**src/rtl/semaforo_ctrl.sv**
```systemverilog
// Two-way traffic-light controller: timed Moore FSM with registered light codes.
// Optional pedestrian early-exit of green enabled by SEMAFORO_PED_REQ_EN.
module semaforo_ctrl #(
  parameter int T_GREEN     = 8,
  parameter int T_YELLOW    = 2,
  parameter int T_ALLRED    = 1,
  parameter int T_MIN_GREEN = 3,
  parameter int CNT_W       = 8
) (
  input  logic       clk,
  input  logic       rst,
  input  logic       enb,
  input  logic       ped_req,
  output logic [1:0] semA,
  output logic [1:0] semB,
  output logic [2:0] fase,
  output logic       ped_pend
);

  typedef enum logic [2:0] {
    A_GREEN  = 3'd0,
    A_YELLOW = 3'd1,
    RED_AB   = 3'd2,
    B_GREEN  = 3'd3,
    B_YELLOW = 3'd4,
    RED_BA   = 3'd5
  } state_t;

  localparam logic [CNT_W-1:0] G_LAST = CNT_W'(T_GREEN - 1);
  localparam logic [CNT_W-1:0] Y_LAST = CNT_W'(T_YELLOW - 1);
  localparam logic [CNT_W-1:0] R_LAST = CNT_W'(T_ALLRED - 1);

  state_t           state;
  state_t           state_nx;
  logic [CNT_W-1:0] cnt;
  logic [CNT_W-1:0] cnt_nx;
  logic [CNT_W-1:0] last;
  logic             early;
  logic             pend_nx;
  logic [1:0]       sem_a_nx;
  logic [1:0]       sem_b_nx;

`ifdef SEMAFORO_PED_REQ_EN
  localparam logic [CNT_W-1:0] M_LAST = CNT_W'(T_MIN_GREEN - 1);

  logic green;

  always_comb begin
    green   = (state == A_GREEN) || (state == B_GREEN);
    early   = enb && green && ped_pend && (cnt >= M_LAST);
    // the early-exit clear takes priority over a same-edge request
    pend_nx = early ? 1'b0 : (ped_pend | ped_req);
  end
`else
  logic unused_ped;

  assign unused_ped = ped_req | (T_MIN_GREEN == 0);
  assign early      = 1'b0;
  assign pend_nx    = 1'b0;
`endif

  always_comb begin
    last = '0;
    case (state)
      A_GREEN, B_GREEN:   last = G_LAST;
      A_YELLOW, B_YELLOW: last = Y_LAST;
      RED_AB, RED_BA:     last = R_LAST;
      default:            last = '0;
    endcase
  end

  always_comb begin
    state_nx = state;
    cnt_nx   = cnt;
    if (enb && (early || cnt == last)) begin
      cnt_nx = '0;
      case (state)
        A_GREEN:  state_nx = A_YELLOW;
        A_YELLOW: state_nx = RED_AB;
        RED_AB:   state_nx = B_GREEN;
        B_GREEN:  state_nx = B_YELLOW;
        B_YELLOW: state_nx = RED_BA;
        RED_BA:   state_nx = A_GREEN;
        default:  state_nx = RED_BA;
      endcase
    end else if (enb) begin
      cnt_nx = cnt + CNT_W'(1);
    end
    // codes 6/7 fall back to the all-red before A regardless of enb
    if (state > RED_BA) begin
      state_nx = RED_BA;
      cnt_nx   = '0;
    end
  end

  always_comb begin
    sem_a_nx = 2'b00;
    sem_b_nx = 2'b00;
    case (state_nx)
      A_GREEN:  sem_a_nx = 2'b10;
      A_YELLOW: sem_a_nx = 2'b01;
      B_GREEN:  sem_b_nx = 2'b10;
      B_YELLOW: sem_b_nx = 2'b01;
      default: begin
        sem_a_nx = 2'b00;
        sem_b_nx = 2'b00;
      end
    endcase
  end

  always_ff @(posedge clk or negedge rst) begin
    if (!rst) begin
      state    <= RED_BA;
      cnt      <= '0;
      semA     <= 2'b00;
      semB     <= 2'b00;
      fase     <= 3'd5;
      ped_pend <= 1'b0;
    end else begin
      state    <= state_nx;
      cnt      <= cnt_nx;
      semA     <= sem_a_nx;
      semB     <= sem_b_nx;
      fase     <= state_nx;
      ped_pend <= pend_nx;
    end
  end

endmodule

```
**config.mk**
```make
export PLATFORM = sky130hd
export DESIGN_NAME = semaforo_ctrl
export DESIGN_NICKNAME = d
export VERILOG_FILES = /design/src/rtl/semaforo_ctrl.sv
export SDC_FILE = /design/constraint.sdc
export NUM_CORES = 1
export LEC_CHECK = 0
export ABC_AREA = 1
export ABC_CLOCK_PERIOD_IN_PS = 3900
export CAP_MARGIN = 5
export CORE_MARGIN = 2
export CORE_UTILIZATION = 54
export DETAILED_ROUTE_END_ITERATION = 8
export PLACE_DENSITY = 0.77
export SYNTH_ARGS = -nofsm -noshare
export SYNTH_HDL_FRONTEND = slang
export SYNTH_SLANG_ARGS = --single-unit
```
**constraint.sdc**
```tcl
create_clock -name clk -period 3.9 [get_ports clk]
set_input_delay 0.39 -clock clk [delete_from_list [all_inputs] [get_ports clk]]
set_output_delay 0.39 -clock clk [all_outputs]
set_load 0.1 [all_outputs]
```
==> run summary, run 1 <==
Status: completed
Kind of critical path: flip-flop to output pin
Ant. Diodes: 0
Die area: 1835 um^2
RSZ-0062 raised after global routing: no
Share of layout cells above drive strength 1: 0.1304
Fmax: 408.8 MHz
Starting density of the core: 0.5602
Max Root-Sink Buffers: 2
Root buf cell: clkbuf_4
Initial DRC count: 15
Final core utilization: 0.6420
Max-Cap Viols: 0
Synth cell types: 21
Skew final: 0.001439 ns
First-pass GRT wire length: 2594 um
Placer Congestion: 0.8904
Seq cells post-synth: 15
CTS tree: done
WL/cell: 10.85 um
Final setup fails: 0
Area delta synth->final: 14.59%
Fin. Hold Viols: 0
Initial antenna violation count: 0
Chip height: 42.84 um
Grt total ovfl: 0
Pre-antenna DRT Iters: 4
Routed met1 length: 683 um
Syn Area/Cell: 7.832 um^2
Final wirelength: 1422 um
Largest net degree at the start of global routing: 16
Clock sink total: 15
Worst Path Arrival: 2.06 ns
Antenna-violating nets left: 0
CTS resizes: 0
Syn_nets: 109
Nature of the critical path startpoint: flip-flop
Num ports: 12
GRT Util Overall: 0.1921
DR DRC count: 0
Delay-heaviest family, CP: buffers and inverters
Synthesized area: 814.5 um^2
Core Area: 1454 um^2
Buffer count from post-CTS setup fixing: 0
Worst slew pin tran: 0.9724 ns
Syn. warnings: 0
Worst Hold Class: input port to asynchronous set/reset pin
CP peak stage delay: 1.15 ns
H-tree depth: 1
Sequential element share of the synthesized area: 0.4639
Site Rows: 14
Via density: 5.076
Final WS setup: 1.454 ns
Cts hold-fix bufs: 0
Met2 routed WL: 684 um
Port Buf Inserts: 9
Final Max Slew Viols: 0
Clk Latency, worst-skew pair: 0.28 ns
Worst-path fanout max: 9
Pre-CTS setup slack: 1.761 ns
Mapped Cells: 104
Clock transition at path regs: 0.09 ns
Tmin final: 2.446 ns
Final #Nets: 121
Via count: 665
Die width: 42.84 um
Setup_tns: 0 ns
Slowest CP cell: clkdlybuf4s50_1
Dpl hpwl: 1074 um
Met3 wire len: 33 um
Slew HR: 0.3497
Crit path required time: 3.51 ns
Hold_ws: 0.5033 ns
Buf/Inv on CP: 1
Inserted Clock Buffers: 3
Fillers: 120
Worst setup EP type: output pin
Fin crit share: 0.6272
Worst path cell trace: clkdlybuf4s50_1
Vias in the first global route: 629
Max layer used: met4
## cells in the final DEF (no fill, tap or decap)
cell | synthesis | final
inv_2 | 1 | 1
ha_1 | 1 | 1
nor3_1 | 1 | 1
dfstp_2 | 2 | 2
xor2_1 | 3 | 3
clkinv_2 | 0 | 1
conb_1 | 1 | 1
nand2_1 | 25 | 25
clkdlybuf4s50_1 | 0 | 9
nand4_1 | 3 | 3
nand2_2 | 6 | 6
nor3b_1 | 3 | 3
nor2_1 | 11 | 11
a21oi_1 | 2 | 2
dfrtp_1 | 13 | 13
nor2_4 | 1 | 1
inv_1 | 13 | 13
clkbuf_4 | 0 | 3
nor2_2 | 1 | 1
and3_1 | 1 | 1
o21ai_0 | 3 | 3
nand3_1 | 11 | 11
## synthesized netlist by cell type (all sizes together)
| cell type | n | area share |
|---|---|---|
| a21oi | 2 | 0.012 |
| and3 | 1 | 0.0077 |
| buf | 2 | 0.023 |
| conb | 1 | 0.0046 |
| dfrtp | 13 | 0.40 |
| dfstp | 2 | 0.065 |
| ha | 1 | 0.015 |
| inv | 14 | 0.065 |
| nand2 | 31 | 0.16 |
| nand3 | 11 | 0.068 |
| nand4 | 3 | 0.023 |
| nor2 | 13 | 0.072 |
| nor3 | 1 | 0.0061 |
| nor3b | 3 | 0.028 |
| o21ai | 3 | 0.018 |
| xor2 | 3 | 0.032 |
## path summary, 6_finish.rpt
path	startpoint	endpoint	slack (ns)	cells past startpoint
worst min register to register	state[2]	state[2]	0.53	2
worst max register to register	state[0]	semB[1]	2.34	11
worst min-delay path	rst	cnt[5]	0.50	1
worst max-delay path	state[0]	fase[0]	1.45	1
max in group asynchronous	rst	semB[1]	2.98	1
min in group clk	state[2]	state[2]	0.53	2
## through the flow
step | cell area (um^2) | std cells
final | 933.4 | 131
after floorplan | 814.5 | 104
after global routing | 933.4 | 131
after global placement | 905.9 | 127
after CTS | 933.4 | 131
after detailed placement | 905.9 | 127
## cells by family (layout without fill, tap and decap cells)
| kind of cell | after synthesis | after routing | share of synthesized area |
|---|---|---|---|
| other | 1 | 1 | 0.004604 |
| DFF | 15 | 15 | 0.4639 |
| adders and majority gates | 1 | 1 | 0.01536 |
| and+or+nand+nor | 63 | 63 | 0.3656 |
| AOI/OAI and AO/OA | 5 | 5 | 0.03072 |
| xor gates and xnor gates | 3 | 3 | 0.03226 |
| buffers and inverters | 16 | 27 | 0.08756 |
## layer usage
| layer | GRT usage | up-vias |
|---|---|---|
| met2 | 0.2970 | 7 |
| li1 | - | 348 |
| met1 | 0.2563 | 308 |
| met3 | 0.02553 | 2 |
| met4 | 0.1125 | 0 |
| met5 | 0 | - |
## registers in the layout, indices dropped and copies added (netlist names)
| name | flops |
|---|---|
| cnt | 8 |
| semA | 2 |
| state | 3 |
| semB | 2 |
## final cells by class
cell class | count | area (um^2) | share of cell area
Clock inverter | 1 | 5.005 | 0.005362
Inverter | 14 | 52.55 | 0.05630
Sequential cell | 15 | 377.9 | 0.4048
Multi-Input combinational cell | 73 | 365.4 | 0.3914
Tap cell | 16 | 20.02 | 0.02145
Clock buffer | 3 | 22.52 | 0.02413
Timing Repair Buffer | 9 | 90.09 | 0.09651
Power of run 1 is left out: the tool's default activity adds up to more than one toggle a clock period on the data nets, which glitch-free logic cannot reach.
==> run 2: changes to the inputs <==
--- a/config.mk
+++ b/config.mk
@@ -6,12 +6,12 @@
 export NUM_CORES = 1
 export LEC_CHECK = 0
 export ABC_AREA = 1
-export ABC_CLOCK_PERIOD_IN_PS = 3900
+export ABC_CLOCK_PERIOD_IN_PS = 2100
 export CAP_MARGIN = 5
 export CORE_MARGIN = 2
-export CORE_UTILIZATION = 54
+export CORE_UTILIZATION = 46
 export DETAILED_ROUTE_END_ITERATION = 8
-export PLACE_DENSITY = 0.77
+export PLACE_DENSITY = 0.7
 export SYNTH_ARGS = -nofsm -noshare
 export SYNTH_HDL_FRONTEND = slang
 export SYNTH_SLANG_ARGS = --single-unit
==> constraint.sdc (replaced) <==
create_clock -name clk -period 2.1 [get_ports clk]
set_input_delay 0.21 -clock clk [delete_from_list [all_inputs] [get_ports clk]]
set_output_delay 0.21 -clock clk [all_outputs]
set_load 0.1 [all_outputs]
==> run summary, run 2 (synthesis results as in run 1) <==
Status: completed
GRT Util Overall: 0.1479 (-0.04422)
Pre-antenna DRT Iters: 4 (unchanged)
Kind of critical path: flip-flop to flip-flop
Buffer count from post-CTS setup fixing: 0 (unchanged)
Site Rows: 15 (+1)
Nature of the critical path startpoint: flip-flop
Via count: 641 (-3.6%)
Chip height: 46.08 um (+7.6%)
RSZ-0062 raised after global routing: no
Tmin final: 1.537 ns
Fillers: 159 (+33%)
WL/cell: 10.45 um (-3.7%)
Storage cell area: 377.9 um^2 (unchanged)
Grt total ovfl: 0 (unchanged)
CP peak stage delay: 0.62 ns (-0.53 ns)
Fin. Hold Viols: 0 (unchanged)
Vias in the first global route: 497 (-21%)
Port Buf Inserts: 9 (unchanged)
Area delta synth->final: 12.60%
Commonest non-fill, non-tap cell in the layout: nand2_1
Skew final: 0.002441 ns (+0.001002 ns)
Die width: 46.08 um (+7.6%)
Largest regs: cnt: 8 flops, state: 3 flops
Worst setup EP type: flip-flop
Worst Hold Class: input port to asynchronous set/reset pin
Max-Cap Viols: 0 (unchanged)
Max Root-Sink Buffers: 2 (unchanged)
H-tree depth: 1 (unchanged)
Final WS setup: 0.5633 ns (-0.8907 ns)
Largest net degree at the start of global routing: 16 (unchanged)
Clock transition at path regs: 0.09 ns (about the same)
Final Max Slew Viols: 0 (unchanged)
Worst slew pin tran: 0.6589 ns (-0.3135 ns)
Cell repeated most along the worst path: nand2_1
DR DRC count: 0 (unchanged)
Worst-path fanout max: 9 (unchanged)
Antenna-violating nets left: 0 (unchanged)
Cts hold-fix bufs: 0 (unchanged)
Inserted Clock Buffers: 3 (unchanged)
Worst path cell trace: inv_2 > nand3_1 > nand2_1 > nand2_1 > nand2_2 > nand2_2 > nand2_1 > nand2_1 > nand2_2 > nand2_1 > inv_1
Setup_tns: 0 ns (unchanged)
CTS resizes: 0 (unchanged)
Slew HR: 0.5594 (+0.2097)
Final wirelength: 1380 um (-3.0%)
Commonest non-fill, non-tap cells in the layout: nand2_1, inv_1, dfrtp_1
Worst Path Arrival: 1.72 ns (-0.34 ns)
Dpl hpwl: 1057 um (-1.5%)
Most flop-heavy register: cnt
CTS tree: done
Final #Nets: 121 (unchanged)
Num ports: 12 (unchanged)
Max reg flops: 8 (unchanged)
Fin crit share: 0.7317
Starting density of the core: 0.4822 (-0.07802)
Clock sink total: 15 (unchanged)
Pre-CTS setup slack: 0.4196 ns (-1.342 ns)
Ant. Diodes: 0 (unchanged)
Clk Latency, worst-skew pair: 0.28 ns (about the same)
Root buf cell: clkbuf_4
Placer Congestion: 0.8775 (-1.4%)
First-pass GRT wire length: 2180 um (-16%)
Initial antenna violation count: 0 (unchanged)
Initial DRC count: 16 (+1)
Share of layout cells above drive strength 1: 0.1913 (+0.06087)
Fmax: 650.8 MHz
Core Area: 1689 um^2 (+16%)
Multi-input logic area: 365.4 um^2 (unchanged)
Crit path required time: 2.28 ns (-1.23 ns)
Die area: 2123 um^2 (+16%)
Via density: 4.856 (-4.3%)
Slowest CP cell: dfstp_2
Final setup fails: 0 (unchanged)
-- run 2: final timing paths --
kind	endpoint	slack, ns	cells past startpoint	startpoint
max in group asynchronous	state[1]	1.36	1	rst
setup reg to reg	semB[1]	0.56	11	state[0]
min in group clk	state[2]	0.53	2	state[2]
setup / recovery	semB[1]	0.56	11	state[0]
hold / removal	cnt[4]	0.32	1	rst
hold reg to reg	state[2]	0.53	2	state[2]
-- run 2: stage by stage --
stage / hold WS [ns] / std cells / util / instance area [um^2]
3_3_place_gp: 0.5139 / 128 / 0.5267 / 889.6
3_5_place_dp: 0.5164 / 128 / 0.5267 / 889.6
6_report: 0.3245 / 132 / 0.5430 / 917.1
5_1_grt: 0.3859 / 132 / 0.5430 / 917.1
2_1_floorplan: -0.08559 / 104 / - / 814.5
4_1_cts: 0.3408 / 132 / 0.5430 / 917.1
-- run 2: layout make-up --
cell class                      count  area share
Timing Repair Buffer                9     0.07913
Tap cell                           17     0.02319
Clock inverter                      1    0.005457
Sequential cell                    15      0.4120
Multi-Input combinational cell     73      0.3984
Clock buffer                        3     0.02456
Inverter                           14     0.05730
-- run 2: metal layers --
metal	routed length, um	track usage	vias up
met2	601	0.1861	8
li1	-	-	347
met4	13	0.08571	0
met5	0	0	-
met1	728	0.2331	284
met3	37	0.02353	2
-- run 2: worst max-delay path: cells and delay by family (launching register included) --
kind | cells | cell delay [ns]
flip-flops | 1 | 0.62
AND/OR/NAND/NOR | 9 | 0.72
buffers and inverters | 2 | 0.11
Power of run 2 is left out for the same reason.
